--- src/rtl/wb_seq_master_if.sv ---
// Wishbone classic-cycle bus between wb_seq_master and a slave.
// Signal names are from the master's point of view.
interface wb_seq_master_if #(
    parameter int DATA_WIDTH   = 32,
    parameter int ADDR_WIDTH   = 16,
    parameter int SELECT_WIDTH = DATA_WIDTH / 8
);
    logic [ADDR_WIDTH-1:0]   adr_o;
    logic [DATA_WIDTH-1:0]   dat_o;
    logic [DATA_WIDTH-1:0]   dat_i;
    logic                    cyc_o;
    logic                    stb_o;
    logic [SELECT_WIDTH-1:0] sel_o;
    logic                    we_o;
    logic                    ack_i;

    modport master (
        output adr_o, dat_o, cyc_o, stb_o, sel_o, we_o,
        input  dat_i, ack_i
    );

    modport slave (
        input  adr_o, dat_o, cyc_o, stb_o, sel_o, we_o,
        output dat_i, ack_i
    );
endinterface

--- src/rtl/wb_seq_master.sv ---
// Wishbone classic master: one command becomes a burst of single-beat transfers.
// Optional ack timeout is enabled by defining WB_SEQ_MASTER_TIMEOUT_EN.
module wb_seq_master #(
    parameter int DATA_WIDTH     = 32,
    parameter int ADDR_WIDTH     = 16,
    parameter int SELECT_WIDTH   = DATA_WIDTH / 8,
    parameter int LEN_WIDTH      = 8,
    parameter int TIMEOUT_CYCLES = 256
) (
    input  logic                    clk,
    input  logic                    reset_n,

    input  logic                    cmd_v_i,
    output logic                    cmd_ready_o,
    input  logic [ADDR_WIDTH-1:0]   cmd_addr_i,
    input  logic                    cmd_we_i,
    input  logic [SELECT_WIDTH-1:0] cmd_sel_i,
    input  logic [LEN_WIDTH-1:0]    cmd_len_i,

    input  logic                    wdata_v_i,
    input  logic [DATA_WIDTH-1:0]   wdata_i,
    output logic                    wdata_yumi_o,

    output logic                    rdata_v_o,
    output logic [DATA_WIDTH-1:0]   rdata_o,
    output logic                    rdata_last_o,
    input  logic                    rdata_ready_i,

    output logic                    err_o,

    wb_seq_master_if.master         wb
);

    if (DATA_WIDTH % 8 != 0 || SELECT_WIDTH != DATA_WIDTH / 8 || TIMEOUT_CYCLES < 1) begin : g_bad_params
        $error("wb_seq_master: invalid parameter set");
    end

    localparam logic [ADDR_WIDTH-1:0] ALIGN_MASK = ~ADDR_WIDTH'(SELECT_WIDTH - 1);
    localparam logic [ADDR_WIDTH-1:0] ADR_STEP   = ADDR_WIDTH'(SELECT_WIDTH);

    typedef enum logic [1:0] {IDLE, FETCH, BUS, RESP} state_e;

    state_e                  r_state;
    logic [ADDR_WIDTH-1:0]   r_adr;
    logic [DATA_WIDTH-1:0]   r_dat;
    logic [SELECT_WIDTH-1:0] r_sel;
    logic                    r_we;
    logic                    r_cyc;
    logic                    r_stb;
    logic [LEN_WIDTH-1:0]    r_cnt;
    logic [DATA_WIDTH-1:0]   r_rdata;
    logic                    r_rdata_v;
    logic                    r_rdata_last;
    logic                    w_last;
    logic                    w_timeout;

    assign w_last = (r_cnt == '0);

`ifdef WB_SEQ_MASTER_TIMEOUT_EN
    localparam int TMO_W = $clog2(TIMEOUT_CYCLES + 1);
    localparam logic [TMO_W-1:0] TMO_LAST = TMO_W'(TIMEOUT_CYCLES - 1);

    logic [TMO_W-1:0] r_tmo;
    logic             r_err;

    // Every path out of BUS passes through a non-BUS cycle, so this clears on each entry.
    always_ff @(posedge clk) begin
        if (!reset_n || r_state != BUS) begin
            r_tmo <= '0;
        end else begin
            r_tmo <= r_tmo + 1'b1;
        end
    end

    assign w_timeout = (r_state == BUS) && !wb.ack_i && (r_tmo == TMO_LAST);

    always_ff @(posedge clk) begin
        if (!reset_n) begin
            r_err <= 1'b0;
        end else begin
            r_err <= w_timeout;
        end
    end

    assign err_o = r_err;
`else
    assign w_timeout = 1'b0;
    assign err_o     = 1'b0;
`endif

    // NOTE: all state here uses non-blocking assignments so every register
    // samples pre-edge values regardless of statement order.
    always_ff @(posedge clk) begin
        if (!reset_n) begin
            r_state      <= IDLE;
            r_adr        <= '0;
            r_dat        <= '0;
            r_sel        <= '0;
            r_we         <= 1'b0;
            r_cyc        <= 1'b0;
            r_stb        <= 1'b0;
            r_cnt        <= '0;
            r_rdata      <= '0;
            r_rdata_v    <= 1'b0;
            r_rdata_last <= 1'b0;
        end else begin
            case (r_state)
                IDLE: begin
                    if (cmd_v_i) begin
                        r_adr <= cmd_addr_i & ALIGN_MASK;
                        r_sel <= cmd_sel_i;
                        r_we  <= cmd_we_i;
                        r_cnt <= cmd_len_i;
                        r_cyc <= 1'b1;
                        if (cmd_we_i) begin
                            r_state <= FETCH;
                        end else begin
                            r_stb   <= 1'b1;
                            r_state <= BUS;
                        end
                    end
                end

                FETCH: begin
                    if (wdata_v_i) begin
                        r_dat   <= wdata_i;
                        r_stb   <= 1'b1;
                        r_state <= BUS;
                    end
                end

                BUS: begin
                    if (wb.ack_i) begin
                        r_adr <= r_adr + ADR_STEP;
                        r_cnt <= r_cnt - 1'b1;
                        r_stb <= 1'b0;
                        if (!r_we) begin
                            // The last-beat flag is captured here because the counter moves on ack.
                            r_rdata      <= wb.dat_i;
                            r_rdata_v    <= 1'b1;
                            r_rdata_last <= w_last;
                            r_state      <= RESP;
                        end else if (w_last) begin
                            r_cyc   <= 1'b0;
                            r_state <= IDLE;
                        end else begin
                            r_state <= FETCH;
                        end
                    end else if (w_timeout) begin
                        r_cyc   <= 1'b0;
                        r_stb   <= 1'b0;
                        r_state <= IDLE;
                    end
                end

                RESP: begin
                    if (rdata_ready_i) begin
                        r_rdata_v    <= 1'b0;
                        r_rdata_last <= 1'b0;
                        if (r_rdata_last) begin
                            r_cyc   <= 1'b0;
                            r_state <= IDLE;
                        end else begin
                            r_stb   <= 1'b1;
                            r_state <= BUS;
                        end
                    end
                end

                default: r_state <= IDLE;
            endcase
        end
    end

    assign cmd_ready_o  = (r_state == IDLE);
    assign wdata_yumi_o = (r_state == FETCH) && wdata_v_i;

    assign rdata_v_o    = r_rdata_v;
    assign rdata_o      = r_rdata;
    assign rdata_last_o = r_rdata_last;

    assign wb.adr_o = r_adr;
    assign wb.dat_o = r_dat;
    assign wb.cyc_o = r_cyc;
    assign wb.stb_o = r_stb;
    assign wb.sel_o = r_sel;
    assign wb.we_o  = r_we;

endmodule

--- src/flat_wrapper.sv ---
// flat-port wrapper written by rule: the top's interface ports become plain ports
module wb_seq_master_flat 
#(
    parameter int DATA_WIDTH     = 32,
    parameter int ADDR_WIDTH     = 16,
    parameter int SELECT_WIDTH   = DATA_WIDTH / 8,
    parameter int LEN_WIDTH      = 8,
    parameter int TIMEOUT_CYCLES = 256
)
  (clk, reset_n, cmd_v_i, cmd_ready_o, cmd_addr_i, cmd_we_i, cmd_sel_i, cmd_len_i, wdata_v_i, wdata_i, wdata_yumi_o, rdata_v_o, rdata_o, rdata_last_o, rdata_ready_i, err_o, wb_adr_o, wb_dat_o, wb_cyc_o, wb_stb_o, wb_sel_o, wb_we_o, wb_dat_i, wb_ack_i);
  wb_seq_master_if #(.DATA_WIDTH(DATA_WIDTH), .ADDR_WIDTH(ADDR_WIDTH), .SELECT_WIDTH(SELECT_WIDTH)) wb_i ();
  input  logic clk;
  input  logic reset_n;
  input  logic cmd_v_i;
  output logic cmd_ready_o;
  input  logic [ADDR_WIDTH-1:0] cmd_addr_i;
  input  logic cmd_we_i;
  input  logic [SELECT_WIDTH-1:0] cmd_sel_i;
  input  logic [LEN_WIDTH-1:0] cmd_len_i;
  input  logic wdata_v_i;
  input  logic [DATA_WIDTH-1:0] wdata_i;
  output logic wdata_yumi_o;
  output logic rdata_v_o;
  output logic [DATA_WIDTH-1:0] rdata_o;
  output logic rdata_last_o;
  input  logic rdata_ready_i;
  output logic err_o;
  output wire logic [$bits(wb_i.adr_o)-1:0] wb_adr_o;
  output wire logic [$bits(wb_i.dat_o)-1:0] wb_dat_o;
  output wire logic [$bits(wb_i.cyc_o)-1:0] wb_cyc_o;
  output wire logic [$bits(wb_i.stb_o)-1:0] wb_stb_o;
  output wire logic [$bits(wb_i.sel_o)-1:0] wb_sel_o;
  output wire logic [$bits(wb_i.we_o)-1:0] wb_we_o;
  input wire logic [$bits(wb_i.dat_i)-1:0] wb_dat_i;
  input wire logic [$bits(wb_i.ack_i)-1:0] wb_ack_i;
  assign wb_adr_o = wb_i.adr_o;
  assign wb_dat_o = wb_i.dat_o;
  assign wb_cyc_o = wb_i.cyc_o;
  assign wb_stb_o = wb_i.stb_o;
  assign wb_sel_o = wb_i.sel_o;
  assign wb_we_o = wb_i.we_o;
  assign wb_i.dat_i = wb_dat_i;
  assign wb_i.ack_i = wb_ack_i;
  wb_seq_master #(.DATA_WIDTH(DATA_WIDTH), .ADDR_WIDTH(ADDR_WIDTH), .SELECT_WIDTH(SELECT_WIDTH), .LEN_WIDTH(LEN_WIDTH), .TIMEOUT_CYCLES(TIMEOUT_CYCLES)) u_core (.clk(clk), .reset_n(reset_n), .cmd_v_i(cmd_v_i), .cmd_ready_o(cmd_ready_o), .cmd_addr_i(cmd_addr_i), .cmd_we_i(cmd_we_i), .cmd_sel_i(cmd_sel_i), .cmd_len_i(cmd_len_i), .wdata_v_i(wdata_v_i), .wdata_i(wdata_i), .wdata_yumi_o(wdata_yumi_o), .rdata_v_o(rdata_v_o), .rdata_o(rdata_o), .rdata_last_o(rdata_last_o), .rdata_ready_i(rdata_ready_i), .err_o(err_o), .wb(wb_i));
endmodule
--- config.mk ---
export PLATFORM = sky130hd
export DESIGN_NAME = wb_seq_master_flat
export DESIGN_NICKNAME = d
export VERILOG_FILES = /design/src/rtl/wb_seq_master_if.sv /design/src/rtl/wb_seq_master.sv /design/src/flat_wrapper.sv
export SDC_FILE = /design/constraint.sdc
export NUM_CORES = 1
export LEC_CHECK = 0
export ABC_AREA = 0
export BUFFER_PORTS_ARGS = -buffer_cell sky130_fd_sc_hd__buf_4
export CORE_MARGIN = 10
export CORE_UTILIZATION = 32
export CTS_CLUSTER_DIAMETER = 40
export DETAILED_ROUTE_END_ITERATION = 6
export SLEW_MARGIN = 20
export SYNTH_ARGS = -nofsm -noshare
export SYNTH_HDL_FRONTEND = slang
export SYNTH_SLANG_ARGS = --single-unit
--- constraint.sdc ---
create_clock -name clk -period 1.85 [get_ports clk]
set_clock_uncertainty 0.15 [all_clocks]
set_input_delay 0.185 -clock clk [delete_from_list [all_inputs] [get_ports clk]]
set_output_delay 0.185 -clock clk [all_outputs]
set_load 0.01 [all_outputs]
==> metrics.md <==
| Metric | Value |
|---|---|
| CTS tree | `yes` |
| Sequential share of power | `41.6%` |
| Most common cell in the netlist | `nand2_1` |
| Row count | `41` |
| Synth area leaders | `dfxtp_1, nand2_1, a21oi_1` |
| Drt total wl | `15.5 mm` |
| Initial antenna violation count | `0` |
| Share of the synthesized area in the top cell type | `46.4%` |
| Mapped cell area | `0.00418 mm^2` |
| Max-cap violation count | `0` |
| Area of the multi-input gates | `0.00205 mm^2` |
| Worst vdd ir | `0.000369 V` |
| Port-buffer cells | `185` |
| Vias in the first global route | `4807` |
| RSZ-0062 raised after global routing | `no` |
| Core Box Area | `0.0127 mm^2` |
| Maximum clock frequency | `564 MHz` |
| Share of layout cells above drive strength 1 | `33.0%` |
| Clk_lat worst skew | `0.34 ns` |
| Die Area | `0.0180 mm^2` |
| Run status | `finished, final reports clean` |
| GRT Total Usage | `16.8%` |
| Max Buffers Root-to-Sink | `2` |
| Ys async rst share | `0%` |
| Final TNS setup | `0 ns` |
| Arrival @ worst endpoint | `1.86 ns` |
| Post-DP HPWL | `10.8 mm` |
| CP Data Required Time | `1.93 ns` |
| Root buffer cell | `clkbuf_16` |
| Leakage | `3.02 nW` |
| Vias | `4653` |
| Cell taking the most area after synthesis | `dfxtp_1` |
| Final hold viol count | `0` |
| RD Place Congestion | `0.819` |
| Final period util | `95.8%` |
| Layout Nets | `906` |
| Seq cells post-synth | `97` |
| Internal | `4.08 mW` |
| Design Area, Final | `0.00705 mm^2` |
| Via-per-instance ratio | `4.74` |
| First-pass iteration count of the detailed router | `4` |
| Power per Cell Area | `804 mW/mm^2` |
| Area Overhead vs Synth | `68.5%` |
| CP startpoint kind | `flop` |
| Most frequent cells after synthesis | `nand2_1, dfxtp_1, a21oi_1` |
| Average wire per standard cell | `15.8 um` |
| Mean Syn Cell Area | `7.89 um^2` |
| Max Slew Vio Count | `0` |
| Pre-CTS setup slack | `-0.0170 ns` |
| H-tree levels | `3` |
| Largest net degree at the start of global routing | `33` |
| DRT iter0 DRCs | `276` |
| Hold WS | `0.0213 ns` |
| Num Clock Sinks | `97` |
| Number of routed nets with antenna violations | `0` |
| Die Ht | `134 um` |
| Switching Share | `27.9%` |
| Critical Path Sink Type | `flop` |
| Drc violations | `0` |
| Final WS setup | `0.0769 ns` |
| Critical path class | `reg -> reg` |
| Number of flops mapped to enable cells by yosys | `0` |
| Initial Util | `32.9%` |
| Boundary Pins | `191` |
| Placed cells | `887` |
| Post-synth top flop | `dfxtp_1` |
| CTS buffer count | `9` |
| Non-Filler Instances | `982` |
| N_diodes | `0` |
| Hold Path Class | `in -> reg` |
| Sw Pwr | `1.58 mW` |
| Distinct cells, synth | `58` |
| Part of the Yosys area used for sequential elements | `46.4%` |
| Synth Warn # | `0` |
| Fill cells | `1159` |
| Clk pwr share | `33.1%` |
| FF+latch area | `0.00195 mm^2` |
| Placed Instance Area | `0.00594 mm^2` |
| Combinational share of power | `25.3%` |
| CP Max Fanout | `3` |
| Grt ovf | `0` |
| Setup violators final | `0` |
| Global-route wire length before repair | `24.8 mm` |
| Min Tclk post-route | `1.77 ns` |
| Synth Instances | `530` |
| Die W | `134 um` |
| CTS clk-pin slew, worst paths | `0.06 ns` |
critical path, stage by stage, from the launching register on:
cell     delay, ns
dfxtp_2       0.32
inv_2         0.05
ha_2          0.16
or3b_4        0.41
nor3_4        0.16
buf_4         0.14
nor2_1        0.04
o221a_2       0.23
repair_timing:
item / 4_1_cts / 5_1_grt
buffers inserted: 1 / 4
pin swaps: 1 / 1
gates resized for setup: 7 / 4
hold endpoints to repair: 74 / 0
hold buffers: 74 / 0
endpoints found under the setup margin: 2 / 9
worst paths after layout:
check | start | endpoint | slack [ns] | cells after the start
max reg2reg | u_core.r_cnt[0] | u_core.wb.cyc_o | 0.08 | 7
min | cmd_len_i[1] | u_core.r_cnt[1] | 0.02 | 3
max | u_core.r_cnt[0] | u_core.wb.cyc_o | 0.08 | 7
min reg2reg | u_core.wb.dat_o[4] | u_core.wb.dat_o[4] | 0.30 | 2
state kept, by name, summed over array words and instances (netlist names):
signal	flops
u_core.rdata_o	32
u_core.wb.dat_o	32
u_core.wb.adr_o	14
u_core.r_cnt	8
u_core.wb.sel_o	4
u_core.r_state	2
u_core.rdata_last_o	1
u_core.rdata_v_o	1
u_core.wb.cyc_o	1
u_core.wb.stb_o	1
u_core.wb.we_o	1
power by group through the flow:
stage	sequential [mW]	clock, mW	combinational [mW]
global route	2.37	2.02	1.57
finish	2.35	1.87	1.44
detailed placement	2.40	0	1.26
global placement	2.39	0	1.24
floorplan	2.44	0	0.570
CTS	2.35	1.94	1.40
per-stage QoR:
step / power (mW) / utilization [%]
detailed placement: 3.66 / 46.7
CTS: 5.70 / 55.0
floorplan: 3.01 / -
global route: 5.97 / 55.4
finish: 5.66 / 55.4
global placement: 3.63 / 46.7
routing by layer:
layer | wire [um] | track usage (%) | vias up
met5 | 0 | 0 | -
met3 | 1240 | 4.93 | 22
met4 | 373 | 8.10 | 0
li1 | - | - | 2350
met1 | 6380 | 19.2 | 2117
met2 | 7490 | 28.2 | 164
cell type report:
cell class,instances,share of cell area [%]
clock inverter,6,0.817
inverter,6,0.320
clock buffer,10,3.39
timing repair buffer,304,35.8
sequential,97,27.6
tap,172,3.05
multi-input combinational,387,29.0
cells by family (layout without fill, tap and decap cells):
kind of cell / after synthesis / count (layout) / share of synthesized area, %
and+or+nand+nor: 237 / 237 / 25.1
AOI/OAI and AO/OA: 136 / 136 / 20.1
DFF: 97 / 97 / 46.4
buffers and inverters: 48 / 326 / 5.39
muxes: 9 / 9 / 2.27
adders and majority gates: 2 / 2 / 0.598
other: 1 / 3 / 0.0897
cells in the final DEF, fill, tap and decap left out, types with 4 or more instances in the layout:
cell type	Yosys	routed
clkbuf_16	0	9
nand2_1	158	158
nor2_1	24	24
nor3_1	9	8
a21boi_1	12	12
nand3_1	6	6
dlygate4sd3_1	0	74
a21oi_1	63	62
nand4_1	4	4
clkinv_2	0	4
dfxtp_1	97	94
o21ai_0	23	23
mux2i_1	7	7
buf_4	5	225
and2_1	8	8
a21boi_0	5	5
buf_12	0	4
(Power assumes the default switching activity.)
